$ cat src/rtl/ultrasonic_driver.sv
// ultrasonic_driver: HC-SR04 trigger generator and echo-to-centimetre converter
module ultrasonic_driver #(
   parameter int CLK_HZ     = 50_000_000,
   parameter int TRIG_US    = 10,
   parameter int PERIOD_MS  = 60,
   parameter int TIMEOUT_US = 25_000,
   parameter int NEAR_CM    = 20
) (
   input  logic       clk,
   input  logic       rst,
   input  logic       enable,
   input  logic       echo_signal,
   output logic       trig_signal,
   output logic [8:0] distance_cm,
   output logic       dist_valid,
   output logic       near,
   output logic       timeout
);
   localparam int DIV = CLK_HZ / 1_000_000;
   localparam int PERIOD_US = PERIOD_MS * 1000;
   localparam int DW = DIV > 1 ? $clog2(DIV) : 1;
   localparam int PW = $clog2(PERIOD_US + 1);
   localparam int TMAX = TRIG_US > TIMEOUT_US ? TRIG_US : TIMEOUT_US;
   localparam int TW = $clog2(TMAX + 1);

   typedef enum logic [2:0] {IDLE, TRIG, WAIT_ECHO, MEASURE, DONE_OK, DONE_TO} state_t;

   state_t state, nxt;
   logic [DW-1:0] div_cnt;
   logic [PW-1:0] per_cnt;
   logic [TW-1:0] timer;
   logic [5:0] sub;
   logic [8:0] cm, cm_inc;
   logic us_tick, first, echo_s1, echo_s2, echo_d, echo_rise, echo_fall, tmo;

   assign us_tick = div_cnt == DW'(DIV - 1);
   assign echo_rise = echo_s2 & ~echo_d;
   assign echo_fall = ~echo_s2 & echo_d;
   assign tmo = us_tick && timer == TW'(TIMEOUT_US - 1);
   // cm value including the tick happening this cycle, so the final microsecond is not lost
   assign cm_inc = (us_tick && sub == 6'd57 && cm != 9'h1FF) ? cm + 9'd1 : cm;

   // 2-FF synchronizer on the echo pin plus one delayed copy for edge detection
   always_ff @(posedge clk or negedge rst)
      if (!rst) {echo_s1, echo_s2, echo_d} <= '0;
      else {echo_s1, echo_s2, echo_d} <= {echo_signal, echo_s1, echo_s2};

   // state register
   always_ff @(posedge clk or negedge rst)
      if (!rst) state <= IDLE;
      else state <= nxt;

   // next-state decode; echo edges take priority over a coincident timeout
   always_comb begin
      nxt = state;
      case (state)
         IDLE:      nxt = (us_tick && enable && (first || per_cnt == PW'(PERIOD_US - 1))) ? TRIG : IDLE;
         TRIG:      nxt = (us_tick && timer == TW'(TRIG_US - 1)) ? WAIT_ECHO : TRIG;
         WAIT_ECHO: nxt = echo_rise ? MEASURE : tmo ? DONE_TO : WAIT_ECHO;
         MEASURE:   nxt = echo_fall ? DONE_OK : tmo ? DONE_TO : MEASURE;
         default:   nxt = IDLE;
      endcase
   end

   // microsecond prescaler, saturating period counter and per-state microsecond timer
   always_ff @(posedge clk or negedge rst)
      if (!rst) begin
         div_cnt <= '0;
         per_cnt <= '0;
         timer <= '0;
         first <= 1'b1;
      end else begin
         div_cnt <= us_tick ? '0 : div_cnt + DW'(1);
         per_cnt <= (state == IDLE && nxt == TRIG) ? '0 :
                    (us_tick && per_cnt != PW'(PERIOD_US - 1)) ? per_cnt + PW'(1) : per_cnt;
         timer <= (nxt != state || state == IDLE) ? '0 : us_tick ? timer + TW'(1) : timer;
         first <= first && nxt != TRIG;
      end

   // echo timing: 58 us per centimetre, held at zero until the echo rises
   always_ff @(posedge clk or negedge rst)
      if (!rst) begin
         sub <= '0;
         cm <= '0;
      end else if (state == WAIT_ECHO) begin
         sub <= '0;
         cm <= '0;
      end else if (state == MEASURE && us_tick) begin
         sub <= sub == 6'd57 ? '0 : sub + 6'd1;
         cm <= cm_inc;
      end

   // registered pin and result outputs, loaded as the FSM enters the matching state
   always_ff @(posedge clk or negedge rst)
      if (!rst) begin
         trig_signal <= 1'b0;
         dist_valid <= 1'b0;
         distance_cm <= '0;
         near <= 1'b0;
         timeout <= 1'b0;
      end else begin
         trig_signal <= nxt == TRIG;
         dist_valid <= nxt == DONE_OK || nxt == DONE_TO;
         if (nxt == DONE_OK) begin
            distance_cm <= cm_inc;
            near <= cm_inc <= 9'(NEAR_CM);
            timeout <= 1'b0;
         end else if (nxt == DONE_TO) begin
            distance_cm <= 9'h1FF;
            near <= 1'b0;
            timeout <= 1'b1;
         end
      end
endmodule

$ cat config.mk
export PLATFORM = sky130hd
export DESIGN_NAME = ultrasonic_driver
export DESIGN_NICKNAME = d
export VERILOG_FILES = /design/src/rtl/ultrasonic_driver.sv
export SDC_FILE = /design/constraint.sdc
export NUM_CORES = 1
export LEC_CHECK = 0
export BUFFER_PORTS_ARGS = -buffer_cell sky130_fd_sc_hd__buf_2
export CAP_MARGIN = 20
export CORE_ASPECT_RATIO = 0.6
export CORE_MARGIN = 3
export CORE_UTILIZATION = 54
export CTS_BUF_LIST = sky130_fd_sc_hd__clkbuf_8 sky130_fd_sc_hd__clkbuf_16
export DETAILED_ROUTE_END_ITERATION = 12
export HOLD_SLACK_MARGIN = 0.1
export PLACE_DENSITY = 0.73
export SLEW_MARGIN = 20
export SYNTH_ARGS = -nofsm -noshare
export SYNTH_HDL_FRONTEND = slang
export SYNTH_SLANG_ARGS = --single-unit
export TNS_END_PERCENT = 10
$ cat constraint.sdc
create_clock -name clk -period 3.35 [get_ports clk]
set_input_delay 0.8375 -clock clk [delete_from_list [all_inputs] [get_ports clk]]
set_output_delay 0.8375 -clock clk [all_outputs]
set_load 0.005 [all_outputs]
# Yosys cells after proc, flatten, opt, wreduce, memory -nomap -nowiden
# Cells that the tools add are included.
totals:
  mem_bits_rw: 0
  mem_count: 0
  latchBits: 0
  elab_cells: 82
  rom_bits: 0
  output_inout_bits: 13
  in_bits: 4
  register_bits: 72
op_classes:
  eq_ne: 15
  n_mul: 0
  n_bitwise: 4
  addsub: 5
  magnitude_cmp: 1
  reduce_logical: 18
  n_mux: 24
  div_mod_pow: 0
  shifts: 0
ops:
  columns: ["operator", "n"]
  rows:
  - ["$mux 9", 5]
  - ["$mux 16", 2]
  - ["$mux 15", 2]
  - ["$mux 6", 4]
  - ["$add 16x1->16 const B", 1]
  - ["$eq 16x16->1 const B", 1]
  - ["$ne 16x16->1 const B", 1]
  - ["$add 15x1->15 const B", 1]
  - ["$eq 15x15->1 const B", 1]
  - ["$eq 15x4->1 const B", 1]
  - ["$add 6x1->6 const B", 2]
  - ["$eq 6x6->1 const B", 2]
  - ["$mux 3", 4]
  - ["$pmux 3 s4", 1]
  - ["$logic_and 1x1->1", 10]
  - ["$add 9x1->9 const B", 1]
  - ["$le 9x5->1 const B", 1]
  - ["$ne 9x9->1 const B", 1]
  - ["$reduce_bool 2->1", 4]
  - ["$eq 3x1->1 const B", 2]
  - ["$eq 3x2->1 const B", 2]
  - ["$eq 3x3->1 const B", 2]
  - ["$mux 1", 5]
  - ["$logic_not 3->1", 1]
  - ["6 further kinds", 10]

# Depth between registers and ports, before layout
depth:
  depth_word: 8
  depth_mapped: 10
  ltp_nobuf: 9

# Least setup slack after synthesis
# Ideal clock, no wire load.
synth_timing:
  path_type: "register -> register"
  startpoint: "reg cm[1]"
  endpoint: "reg cm[6]"
  required_ns: 3.247
  synth_period_minus_slack_ns: 2.558
  stages_incl_launch_ff: 11
  setup_time_ns: 0.103
  n_path_buf: 1
  arrival_ns: 2.455
  path_slack_ns: 0.792
  path_cell_list: "dfrtp_1 > ha_1 > and3_1 > nand2_1 > nor2_1 > ha_1 > or3_1 > buf_2 > or4_1 > and2_1 > o41ai_2"
synth_via:
  elab_chain_cells: 5
  elab_cells_between_ends: 6
  classes_between: "1 x add/sub; 1 x eq/ne; 3 x mux; 1 x reduce/logical"
synth_rtl:
  columns: ["element", "line", "text"]
  rows:
  - ["from (decl)", "33", "logic [8:0] cm, cm_inc;"]
  - ["from (signal assigned)", "90", "cm <= cm_inc;"]
  - ["parallel branches: the longest is 2 deep, another holds $add 9x1->9", null, null]
  - ["$mux 9 *", "41", "assign cm_inc = (us_tick && sub == 6'd57 && cm != 9'h1FF) ? cm + 9'd1 : cm;"]
  - ["$mux 9 *", "88", "end else if (state == MEASURE && us_tick) begin"]
  - ["$mux 9 *", "85", "end else if (state == WAIT_ECHO) begin"]
# Mark *: on every way between the ends. The select of a mux whose other input is x is not followed.
# A chain may end at the register's enable or synchronous reset.

# Worst setup path after layout
layout_timing:
  startpoint: "reg cm[0]"
  endpoint: "reg near"
layout_via:
  elab_chain_cells: 5
  elab_cells_between_ends: 6
  classes_between: "1 x add/sub; 1 x order compare; 1 x eq/ne; 2 x mux; 1 x reduce/logical"
layout_rtl:
  columns: ["element", "line", "text"]
  rows:
  - ["parallel branches: the longest is 2 deep, another holds $add 9x1->9", null, null]
  - ["$mux 9 *", "41", null]
  - ["$le 9x5->1 *", "106", "near <= cm_inc <= 9'(NEAR_CM);"]
  - ["$mux 1 *", "104", "if (nxt == DONE_OK) begin"]
  - ["to (signal assigned)", "106", null]
  - ["to (decl)", "16", "output logic near,"]
# Mark *: on every way between the ends.

==> metrics.txt <==
Mapped Nets 427; # rows 24; number of diodes 0; synthesis-to-finish area growth 11.2%; clock slew at reported path FFs 0.06 ns; grt met2 use 0.291; hold_buf cts 0; Worst Hold Launch echo_s1$_DFF_PN0_; first-pass GRT wire length 14.9 mm; total wire length roughly 8.6 mm; Crit. End Element register; Slew Limit Fails 0; Pleak ~2.1 nW; RR Startpoint cm[0]$_DFFE_PN0P_; DRT iter0 DRCs 310; CTS buffer count 9; Post-DP HPWL a little under 6 mm; VDD IR max between 0.3 and 0.4 mV; share of cells above drive strength 1 0.169; period utilisation layout 0.865; GRT Overall Usage 0.216; die height 73.7 um; syn_area_per_cell 9.97 um^2; FF+latch count, synth ~70; root buf cell clkbuf_16; H-tree level count 3; CP arrival slightly above 3 ns; GPL Wtd Cong between 0.8 and 0.9; status finished clean; post-CTS sizing 0; worst flop-to-flop path endpoint near$_DFFE_PN0P_; r2r worst-path depth 9; nets 439; Die X between 100 and 150 um; clock skew 0.00518 ns; hold depth 0; Rel. slew slack 0.354; total power approximately 1.8 mW; cells after synthesis 414; fin crit period 2.90 ns; count leader, synth dfrtp_1; Setup Viol. Count Final 0; Buffers on Ports 16; Power per Cell Area 401 nW/um^2; CP required ~3.6 ns; pin count of the biggest net entering global routing 42; Initial Util 0.563; die area 8760 um^2; worst skew pair latency 0.33 ns; vias 3,214; clk sinks 72; Main synth FF type dfrtp_1; post-synth top area share 0.430; DRC errors left 0; post-synthesis sequential area ratio 0.437; Worst Hold End echo_s2$_DFF_PN0_; share of flip-flops with an asynchronous set or reset 1.00; DRT Pass-1 Iters 5; Crit Path Max Fanout 9; Worst-Margin Slew between 0.9 and 1 ns; Max Clk Rate ~350 MHz; routed len/inst between 15 and 20 um; met3 Use GR 0.0646; Hold/Removal Path Class register to register; Cell Chain, Critical Path ha_1 > and3_1 > nand2_1 > nor2_1 > ha_1 > or3_1 > a2111oi_1 > nor2_1 > o41ai_1; CP max-delay cell or3_1; RSZ-0062 raised after global routing no; Synth cell types 69; crit-path max cell delay 0.50 ns; CTS max path bufs 2; Routed Antenna Nets 0; postcts setup bufs 0; Mapped Area between 4000 and 5000 um^2; vias in the first global route between 2,000 and 3,000; setup TNS 0 ns; Fin. Hold Viols 0; CTS tree built; critical setup path kind register to register; Synth Warn # 0; Worst setup SP type register; leading area contributor after synthesis dfrtp_1; met1 Use GR 0.325; grt ovf 0; initial antenna violation count 0; top cells by area, synth dfrtp_1, xor2_1, nor2_1; GR peak layer met1; vias per inst about 6.0; IO Pins 17; maximum capacitance violations 0; number of synthesized flops with an enable pin 0; Core Region between 7000 and 8000 um^2; Synth top cells by count dfrtp_1, nor2_1, nand2_1; reg-to-reg setup timing slack approximately 0.45 ns
-- how the worst max path moves through the flow --
stage          slack (ns)  cells past startpoint                 to               from
2_1_floorplan        0.79                     10  cm[6]$_DFFE_PN0P_  cm[1]$_DFFE_PN0P_
4_1_cts              0.47                      9   near$_DFFE_PN0P_  cm[0]$_DFFE_PN0P_
6_report             0.45                      9   near$_DFFE_PN0P_  cm[0]$_DFFE_PN0P_
3_5_place_dp         0.55                      9  cm[6]$_DFFE_PN0P_  cm[0]$_DFFE_PN0P_
5_1_grt              0.28                      9   near$_DFFE_PN0P_  cm[0]$_DFFE_PN0P_
3_3_place_gp         0.66                      9  cm[6]$_DFFE_PN0P_  cm[0]$_DFFE_PN0P_
-- power breakdown --
group	internal [mW]	switching, mW
combinational	0.00461	0.0205
sequential	0.872	0.00229
clock	0.591	0.348
total	1.47	0.371
-- layout by cell type, fill, tap and decap left out, drive strengths merged, types with 3 or more instances in the layout --
cell type	count
nand3	25
nor4	6
nor3	24
xnor2	11
nor2	36
ha	9
clkbuf	10
nand2b	5
or3	3
mux2i	6
a21oi	12
and2	4
clkinv	3
buf	24
xor2	24
a31oi	4
nand4	17
dfrtp	71
o21ai	20
and3	11
nand2	28
a211oi	3
o41ai	3
nor2b	3
a2bb2oi	7
or4	4
o21a	3
o31ai	6
and4	4
inv	11
-- kinds of logic (layout without fill, tap and decap cells) --
logic type / count (synthesis) / count (layout) / synth area share
simple gates: 182 / 182 / 0.267
compound gates: 76 / 76 / 0.140
flops: 72 / 72 / 0.437
xor+xnor: 35 / 35 / 0.0743
buf+inv: 33 / 50 / 0.0376
fa+ha+maj: 9 / 9 / 0.0273
mux: 7 / 7 / 0.0173
-- through the flow --
step                      setup WS (ns)  utilization  std cells  area (um^2)  hold slack [ns]
after floorplan                   0.792            -        414         4130            0.331
after global placement            0.658        0.586        519         4290            0.361
after detailed placement          0.551        0.586        519         4290            0.360
after CTS                         0.466        0.627        535         4590            0.376
after global routing              0.285        0.627        535         4590            0.377
final                             0.453        0.627        535         4590            0.372
-- critical path, delay by kind of cell, from the launching register on --
family | cells | cell delay [ns]
fa+ha+maj | 2 | 0.48
flops | 1 | 0.48
simple gates | 5 | 0.99
compound gates | 2 | 0.81
-- metal layers --
layer  share of wire  vias up
met5               0        -
met4           0.015        0
met3           0.063       12
met2            0.40       99
met1            0.52     1567
li1                -     1536
-- area by class of cell --
class / instances / area, um^2
flip-flops and latches: 72 / 1800
fillers: 611 / 2740
repair buffers: 24 / 153
clock buffers: 10 / 239
inverters: 10 / 37.5
well taps: 104 / 130
multi-input cells: 309 / 2170
clock inverters: 6 / 60.1
-- registers in the layout, summed over array words and instances (netlist names) --
register and flops:
echo_s2 1, distance_cm 9, dist_valid 1, first 1, timer 15, state 3
echo_d 1, timeout 1, per_cnt 16, near 1, echo_s1 1, trig_signal 1
sub 6, cm 9, div_cnt 6
(Power assumes the default switching activity.)
